[config.mk]
export PLATFORM = sky130hd
export DESIGN_NAME = scan_arbiter_flat
export DESIGN_NICKNAME = d
export VERILOG_FILES = /design/src/rtl/scan_arbiter_pkg.sv /design/src/rtl/scan_arbiter_if.sv /design/src/rtl/scan_addr_cnt.sv /design/src/rtl/scan_arbiter.sv /design/src/flat_wrapper.sv
export SDC_FILE = /design/constraint.sdc
export NUM_CORES = 1
export LEC_CHECK = 0
export ABC_AREA = 1
export CAP_MARGIN = 20
export CELL_PAD_IN_SITES_DETAIL_PLACEMENT = 0
export CELL_PAD_IN_SITES_GLOBAL_PLACEMENT = 1
export CORE_MARGIN = 1.5
export CORE_UTILIZATION = 34
export CTS_CLUSTER_SIZE = 14
export DETAILED_ROUTE_END_ITERATION = 7
export PLACE_DENSITY = 0.74
export SYNTH_ARGS = -nofsm -noshare
export SYNTH_HDL_FRONTEND = slang
export SYNTH_SLANG_ARGS = --single-unit
export TNS_END_PERCENT = 1
[constraint.sdc]
create_clock -name clk -period 1.8 [get_ports clk]
set_input_delay 0.18 -clock clk [delete_from_list [all_inputs] [get_ports clk]]
set_output_delay 0.18 -clock clk [all_outputs]
set_load 0.03 [all_outputs]
[src/rtl/scan_arbiter_pkg.sv]
// Shared types and defaults for the two-requester address-sweep arbiter.
package scan_arbiter_pkg;

  localparam int SIZE_DEF = 3;

  typedef enum logic [1:0] {
    IDLE  = 2'd0,
    BURST = 2'd1,
    DONE  = 2'd2
  } state_e;

  // Winner index; on a tie the requester not served last wins.
  function automatic logic rr_pick(
    input logic [1:0] req,
    input logic       last_w
  );
    if (req == 2'b11) return ~last_w;
    return req[1];
  endfunction

endpackage

[src/rtl/scan_arbiter_if.sv]
// Request/burst bus between requesters and the address engine.
interface scan_arbiter_if #(
  parameter int SIZE = scan_arbiter_pkg::SIZE_DEF
);

  logic [1:0]      req;
  logic [SIZE-1:0] base0;
  logic [SIZE-1:0] base1;
  logic [SIZE-1:0] len0;
  logic [SIZE-1:0] len1;
  logic            hold;
  logic [1:0]      grant;
  logic [SIZE-1:0] addr;
  logic            addr_vld;
  logic            last;
  logic            done;
  logic            busy;

  modport master (
    output req, base0, base1,
    output len0, len1, hold,
    input  grant, addr, addr_vld,
    input  last, done, busy
  );

  modport slave (
    input  req, base0, base1,
    input  len0, len1, hold,
    output grant, addr, addr_vld,
    output last, done, busy
  );

endinterface

[src/rtl/scan_addr_cnt.sv]
// Loadable wrapping up-counter used for burst address and offset.
module scan_addr_cnt
  import scan_arbiter_pkg::*;
#(
  parameter int SIZE = SIZE_DEF
) (
  input  logic            clk,
  input  logic            rst,
  input  logic            load_i,
  input  logic            inc_i,
  input  logic [SIZE-1:0] val_i,
  output logic [SIZE-1:0] cnt_o
);

  localparam logic [SIZE-1:0] ONE = SIZE'(1);

  logic [SIZE-1:0] cnt_q, cnt_d;

  always_comb begin
    cnt_d = cnt_q;
    if (load_i)     cnt_d = val_i;
    else if (inc_i) cnt_d = cnt_q + ONE;
  end

  always_ff @(posedge clk or negedge rst) begin
    if (!rst) cnt_q <= '0;
    else      cnt_q <= cnt_d;
  end

  assign cnt_o = cnt_q;

endmodule

[src/rtl/scan_arbiter.sv]
// Round-robin arbiter that grants one requester an address burst sweep.
module scan_arbiter
  import scan_arbiter_pkg::*;
#(
  parameter int SIZE = SIZE_DEF
) (
  input  logic          clk,
  input  logic          rst,
  scan_arbiter_if.slave bus
);

  localparam logic [SIZE-1:0] ZERO = '0;
  localparam logic [SIZE-1:0] ONE  = SIZE'(1);

  state_e          state_q, state_d;
  logic [1:0]      grant_q, grant_d;
  logic [SIZE-1:0] len_q, len_d;
  logic            vld_q, vld_d;
  logic            last_q, last_d;
  logic            done_q, done_d;
  logic            busy_q, busy_d;
  logic            ptr_q, ptr_d;

  logic            win;
  logic            ld, inc;
  logic [SIZE-1:0] ld_base, len_sel;
  logic [SIZE-1:0] addr, cnt;

  scan_addr_cnt #(.SIZE(SIZE)) u_addr (
    .clk    (clk),
    .rst    (rst),
    .load_i (ld),
    .inc_i  (inc),
    .val_i  (ld_base),
    .cnt_o  (addr)
  );

  scan_addr_cnt #(.SIZE(SIZE)) u_off (
    .clk    (clk),
    .rst    (rst),
    .load_i (ld),
    .inc_i  (inc),
    .val_i  (ZERO),
    .cnt_o  (cnt)
  );

  always_comb begin
    state_d = state_q;
    grant_d = grant_q;
    len_d   = len_q;
    vld_d   = 1'b0;
    last_d  = last_q;
    done_d  = 1'b0;
    ptr_d   = ptr_q;
    ld      = 1'b0;
    inc     = 1'b0;
    win     = rr_pick(bus.req, ptr_q);
    ld_base = win ? bus.base1 : bus.base0;
    len_sel = win ? bus.len1 : bus.len0;
    unique case (state_q)
      IDLE: begin
        if (|bus.req) begin
          state_d = BURST;
          grant_d = win ? 2'b10 : 2'b01;
          len_d   = len_sel;
          ld      = 1'b1;
          vld_d   = 1'b1;
          last_d  = (len_sel == ZERO);
        end
      end
      BURST: begin
        // A stall freezes everything; the shown address was consumed.
        if (!bus.hold) begin
          if (last_q) begin
            state_d = DONE;
            grant_d = 2'b00;
            last_d  = 1'b0;
            done_d  = 1'b1;
            ptr_d   = grant_q[1];
          end else begin
            inc    = 1'b1;
            vld_d  = 1'b1;
            last_d = (cnt + ONE == len_q);
          end
        end
      end
      DONE: begin
        state_d = IDLE;
      end
      default: begin
        state_d = IDLE;
      end
    endcase
    busy_d = (state_d != IDLE);
  end

  always_ff @(posedge clk or negedge rst) begin
    if (!rst) begin
      state_q <= IDLE;
      grant_q <= 2'b00;
      len_q   <= '0;
      vld_q   <= 1'b0;
      last_q  <= 1'b0;
      done_q  <= 1'b0;
      busy_q  <= 1'b0;
      ptr_q   <= 1'b1;
    end else begin
      state_q <= state_d;
      grant_q <= grant_d;
      len_q   <= len_d;
      vld_q   <= vld_d;
      last_q  <= last_d;
      done_q  <= done_d;
      busy_q  <= busy_d;
      ptr_q   <= ptr_d;
    end
  end

  assign bus.grant    = grant_q;
  assign bus.addr     = addr;
  assign bus.addr_vld = vld_q;
  assign bus.last     = last_q;
  assign bus.done     = done_q;
  assign bus.busy     = busy_q;

endmodule

[src/flat_wrapper.sv]
// flat-port wrapper written by rule: the top's interface ports become plain ports
module scan_arbiter_flat import scan_arbiter_pkg::*;
#(
  parameter int SIZE = SIZE_DEF
)
  (clk, rst, bus_req, bus_base0, bus_base1, bus_len0, bus_len1, bus_hold, bus_grant, bus_addr, bus_addr_vld, bus_last, bus_done, bus_busy);
  scan_arbiter_if #(.SIZE(SIZE)) bus_i ();
  input  logic clk;
  input  logic rst;
  input wire logic [$bits(bus_i.req)-1:0] bus_req;
  input wire logic [$bits(bus_i.base0)-1:0] bus_base0;
  input wire logic [$bits(bus_i.base1)-1:0] bus_base1;
  input wire logic [$bits(bus_i.len0)-1:0] bus_len0;
  input wire logic [$bits(bus_i.len1)-1:0] bus_len1;
  input wire logic [$bits(bus_i.hold)-1:0] bus_hold;
  output wire logic [$bits(bus_i.grant)-1:0] bus_grant;
  output wire logic [$bits(bus_i.addr)-1:0] bus_addr;
  output wire logic [$bits(bus_i.addr_vld)-1:0] bus_addr_vld;
  output wire logic [$bits(bus_i.last)-1:0] bus_last;
  output wire logic [$bits(bus_i.done)-1:0] bus_done;
  output wire logic [$bits(bus_i.busy)-1:0] bus_busy;
  assign bus_i.req = bus_req;
  assign bus_i.base0 = bus_base0;
  assign bus_i.base1 = bus_base1;
  assign bus_i.len0 = bus_len0;
  assign bus_i.len1 = bus_len1;
  assign bus_i.hold = bus_hold;
  assign bus_grant = bus_i.grant;
  assign bus_addr = bus_i.addr;
  assign bus_addr_vld = bus_i.addr_vld;
  assign bus_last = bus_i.last;
  assign bus_done = bus_i.done;
  assign bus_busy = bus_i.busy;
  scan_arbiter #(.SIZE(SIZE)) u_core (.clk(clk), .rst(rst), .bus(bus_i));
endmodule
==> results.txt <==
----------------------------------------------------
[STA]
  Final-report setup violation count ... 0
  Clock period minus worst slack ... 1.59 ns
  Total Negative Setup Slacks ... 0 ns
  Final Max Tran Viols ... 0
  Skew final ... 0.00752 ns
  Worst setup slack after layout ... 0.206 ns
  Slew headroom ... 78.6%
  RSZ-0062 raised after global routing ... no
  Post-route worst hold slack ... 0.204 ns
  Transition time at the pin with the least slew margin ... 0.320 ns
  Tcrit/Tclk final ... 88.6%
  Hold Fails Final Rpt ... 0
  Fmax ... 627 MHz

[CTS]
  Post-cts sizing count ... 0
  Number of buffers between clock root and the deepest sink ... 2
  Sinks on the clock net ... 18
  Number of levels in the clock H-tree ... 1
  Number of hold buffers added after CTS ... 0
  TritonCTS clock tree ... done
  Insertion delay to the later sink of the worst-skew pair ... 0.29 ns
  Clock root buffer ... sky130_fd_sc_hd__clkbuf_4
  Number of setup buffers added after CTS ... 0
  Number of buffers created by CTS ... 3
  Clock slew at the register clock pins of the worst setup and hold paths ... 0.11 ns

[Synth]
  Area of the mapped netlist ... 987 um2
  Most used standard cell by instance count after synthesis ... sky130_fd_sc_hd__nand2_1
  Share of synthesized area occupied by flip-flops and latches ... 45.8%
  Count of state elements after synthesis ... 18
  Dominant cells by area after synthesis ... sky130_fd_sc_hd__dfrtp_1 (43%), sky130_fd_sc_hd__nand2_1 (16%), sky130_fd_sc_hd__inv_1 (3.8%)
  Count of warnings emitted by yosys ... 0
  Number of different library cells in the post-synthesis netlist ... 27
  EDFF count, synth ... 0
  Async S/R FF share, synth ... 100%
  Cell accounting for the most synthesized area ... sky130_fd_sc_hd__dfrtp_1
  Mean area per synthesized cell ... 8.09 um2
  Instance count of the mapped netlist ... 122
  Leading register cell type out of synthesis ... sky130_fd_sc_hd__dfrtp_1
  Post-Syn Nets ... 141
  Commonest cells in the netlist ... sky130_fd_sc_hd__nand2_1 (41), sky130_fd_sc_hd__dfrtp_1 (17), sky130_fd_sc_hd__inv_1 (10), sky130_fd_sc_hd__nor2_1 (10), sky130_fd_sc_hd__nand3_1 (6)
  Share of the synthesized area in the top cell type ... 43.1%

[Power and ir drop]
  Register share of total power ... 35.0%
  Leakage component of the power ... 0.000614 uW
  Cell Pwr Density ... 1460 nW/um2
  Net Sw Frac ... 43.2%
  Part of the power in the clock network ... 13.1%
  Highest ir drop seen on vdd ... 0.000768 V
  Internal Dissipation ... 1090 uW
  Net switching power of the design ... 833 uW
  Share of total power in combinational logic ... 51.8%

[Worst setup path]
  Startpoint class of the critical path ... flop
  Top Family by Delay on Critical Path ... buffers and inverters
  CP bufs+invs ... 1
  Capturing element type of the critical path ... primary output
  Crit path max fanout ... 4
  Required time of the critical path ... 1.62 ns
  Depth of the critical timing path with buffers and inverters included ... 1
  CP cell instances ... clkdlybuf4s50_1
  Worst setup path class ... reg2out
  Longest individual stage delay on the worst path ... 0.70 ns
  Slowest-stage cell, CP ... sky130_fd_sc_hd__clkdlybuf4s50_1
  Arrival time reported for the critical path endpoint ... 1.41 ns
  Worst reg-to-reg path cell count ... 9

[Routing]
  Detailed-route DRC error count ... 0
  Wire length after detailed routing ... 2080 um
  Antenna-violating nets left ... 0
  Detailed-route via count ... 873
  Initial DRT Pass Iterations ... 4
  Routed via count divided by cell count ... 4.77
  Mean routed wirelength per cell ... 11.4 um
  Starting DRC count in detailed routing ... 33

[Placement]
  Placer Congestion ... 0.791
  Post-Place Worst Slack ... 0.239 ns
  Placed instance count ... 179
  Buffers added on ports ... 25
  Estimated wirelength of the detail-placed design ... 1700 um

[Finish]
  Diode count ... 0
  Final-layout fill cell count ... 263
  Post-synthesis to final-layout area growth ... 33.7%
  Final Net Count ... 172
  Number of standard cells in the layout, taps in and fillers out ... 183
  Post-route core utilization ... 47.9%
  Fraction of layout instances using a drive strength above 1 ... 14.5%

[Die]
  I/O pin total ... 26
  Die Height ... 56.9 um
  Number of rows created at floorplan ... 19
  Effective utilization at floorplan ... 35.8%
  Standard cell core area ... 2760 um2
  Die width ... 56.9 um
  Die area ... 3240 um2

[Outcome]
  Outcome ... complete, no violations

[Flow run]
  Max_cap viols ... 0

[Global routing]
  Initial antenna violation count ... 0
  Global-route wire length before repair ... 3590 um
  Maximum number of pins on one net before global-route repair ... 19
  Global-route congestion overflow total ... 0
  Aggregate global-route resource usage ... 14.3%
  Vias in the first global route ... 882

[Worst hold path]
  Path type of the worst min-delay path ... in2async

----------------------------------------------------
==> routing by layer <==
| metal | global-route usage (%) | up-vias | share of wire, % | wire (um) |
|---|---|---|---|---|
| met5 | 0 | - | 0 | 0 |
| met1 | 18.1 | 396 | 48 | 994 |
| met2 | 24.1 | 19 | 46 | 966 |
| met3 | 2.30 | 6 | 3.8 | 79 |
| li1 | - | 452 | - | - |
| met4 | 5.98 | 0 | 2.0 | 42 |
==> path summary, 6_finish.rpt <==
| path | slack (ns) | startpoint | endpoint |
|---|---|---|---|
| worst min-delay path | 0.20 | rst | u_core.u_off.cnt_o[2] |
| worst min register to register | 0.52 | u_core.bus.grant[0] | u_core.bus.grant[0] |
| min in group clk | 0.49 | bus_len0[1] | u_core.len_q[1] |
| worst max register to register | 0.43 | u_core.u_off.cnt_o[0] | u_core.bus.last |
| max in group asynchronous | 1.33 | rst | u_core.ptr_q |
| worst max-delay path | 0.21 | u_core.u_addr.cnt_o[0] | bus_addr[0] |
==> registers in the layout (all words and copies together), names as in the netlist, 2 cells and up <==
name,cells
u_core.bus.grant,2
u_core.len_q,3
u_core.state_q,2
u_core.u_addr.cnt_o,3
u_core.u_off.cnt_o,3
==> area by class of cell <==
type	count	area, um2	share of cell area (%)
multi-input cells	91	480	36.4
flip-flops and latches	18	452	34.2
repair buffers	27	265	20.1
inverters	12	47.5	3.60
well taps	31	38.8	2.94
clock buffers	4	36.3	2.75
==> power by group through the flow <==
stage	registers, uW	logic (uW)	clock network (uW)
floorplan	813	546	0
global placement	681	1000	0
detailed placement	681	1010	0
CTS	677	1010	258
global route	696	1130	280
finish	675	999	253
==> cells by family (layout without fill, tap and decap cells) <==
group | Yosys count | in the layout | synth area share (%)
compound gates | 16 | 16 | 9.38
flops | 18 | 18 | 45.8
mux | 1 | 1 | 1.14
xor+xnor | 1 | 1 | 0.887
buf+inv | 13 | 43 | 5.58
fa+ha+maj | 2 | 2 | 2.53
simple gates | 71 | 71 | 34.7
==> placed cells by master (no fill, tap or decap) <==
master                            netlist  layout
sky130_fd_sc_hd__inv_2                  1       1
sky130_fd_sc_hd__inv_4                  1       1
sky130_fd_sc_hd__clkbuf_4               0       3
sky130_fd_sc_hd__nor2_1                10      10
sky130_fd_sc_hd__mux2_2                 1       1
sky130_fd_sc_hd__o21ai_1                2       2
sky130_fd_sc_hd__clkbuf_8               0       1
sky130_fd_sc_hd__nand3_1                6       6
sky130_fd_sc_hd__nand2_4                2       2
sky130_fd_sc_hd__nand2_1               41      41
sky130_fd_sc_hd__nor3_4                 2       2
sky130_fd_sc_hd__o211ai_1               2       2
sky130_fd_sc_hd__dfrtp_1               17      17
sky130_fd_sc_hd__dfstp_2                1       1
sky130_fd_sc_hd__or2_2                  1       1
sky130_fd_sc_hd__nor2_2                 2       2
sky130_fd_sc_hd__a31oi_1                1       1
sky130_fd_sc_hd__a21oi_1                4       4
sky130_fd_sc_hd__o21ai_0                5       5
sky130_fd_sc_hd__nor3_1                 2       2
sky130_fd_sc_hd__nand2_2                3       3
sky130_fd_sc_hd__inv_1                 10      10
sky130_fd_sc_hd__o21ai_2                1       1
sky130_fd_sc_hd__xor2_1                 1       1
sky130_fd_sc_hd__nand4_2                1       1
sky130_fd_sc_hd__clkdlybuf4s50_1        0      25
sky130_fd_sc_hd__or2_1                  1       1
sky130_fd_sc_hd__o31ai_1                1       1
sky130_fd_sc_hd__buf_4                  1       2
sky130_fd_sc_hd__ha_1                   2       2
==> per-stage QoR <==
stage | area, um2 | total power [uW]
after floorplan | 987 | 1360
after global placement | 1280 | 1680
after detailed placement | 1280 | 1690
after CTS | 1320 | 1950
after global routing | 1320 | 2100
final | 1320 | 1930
No activity file was read; power rests on OpenSTA's default activity.
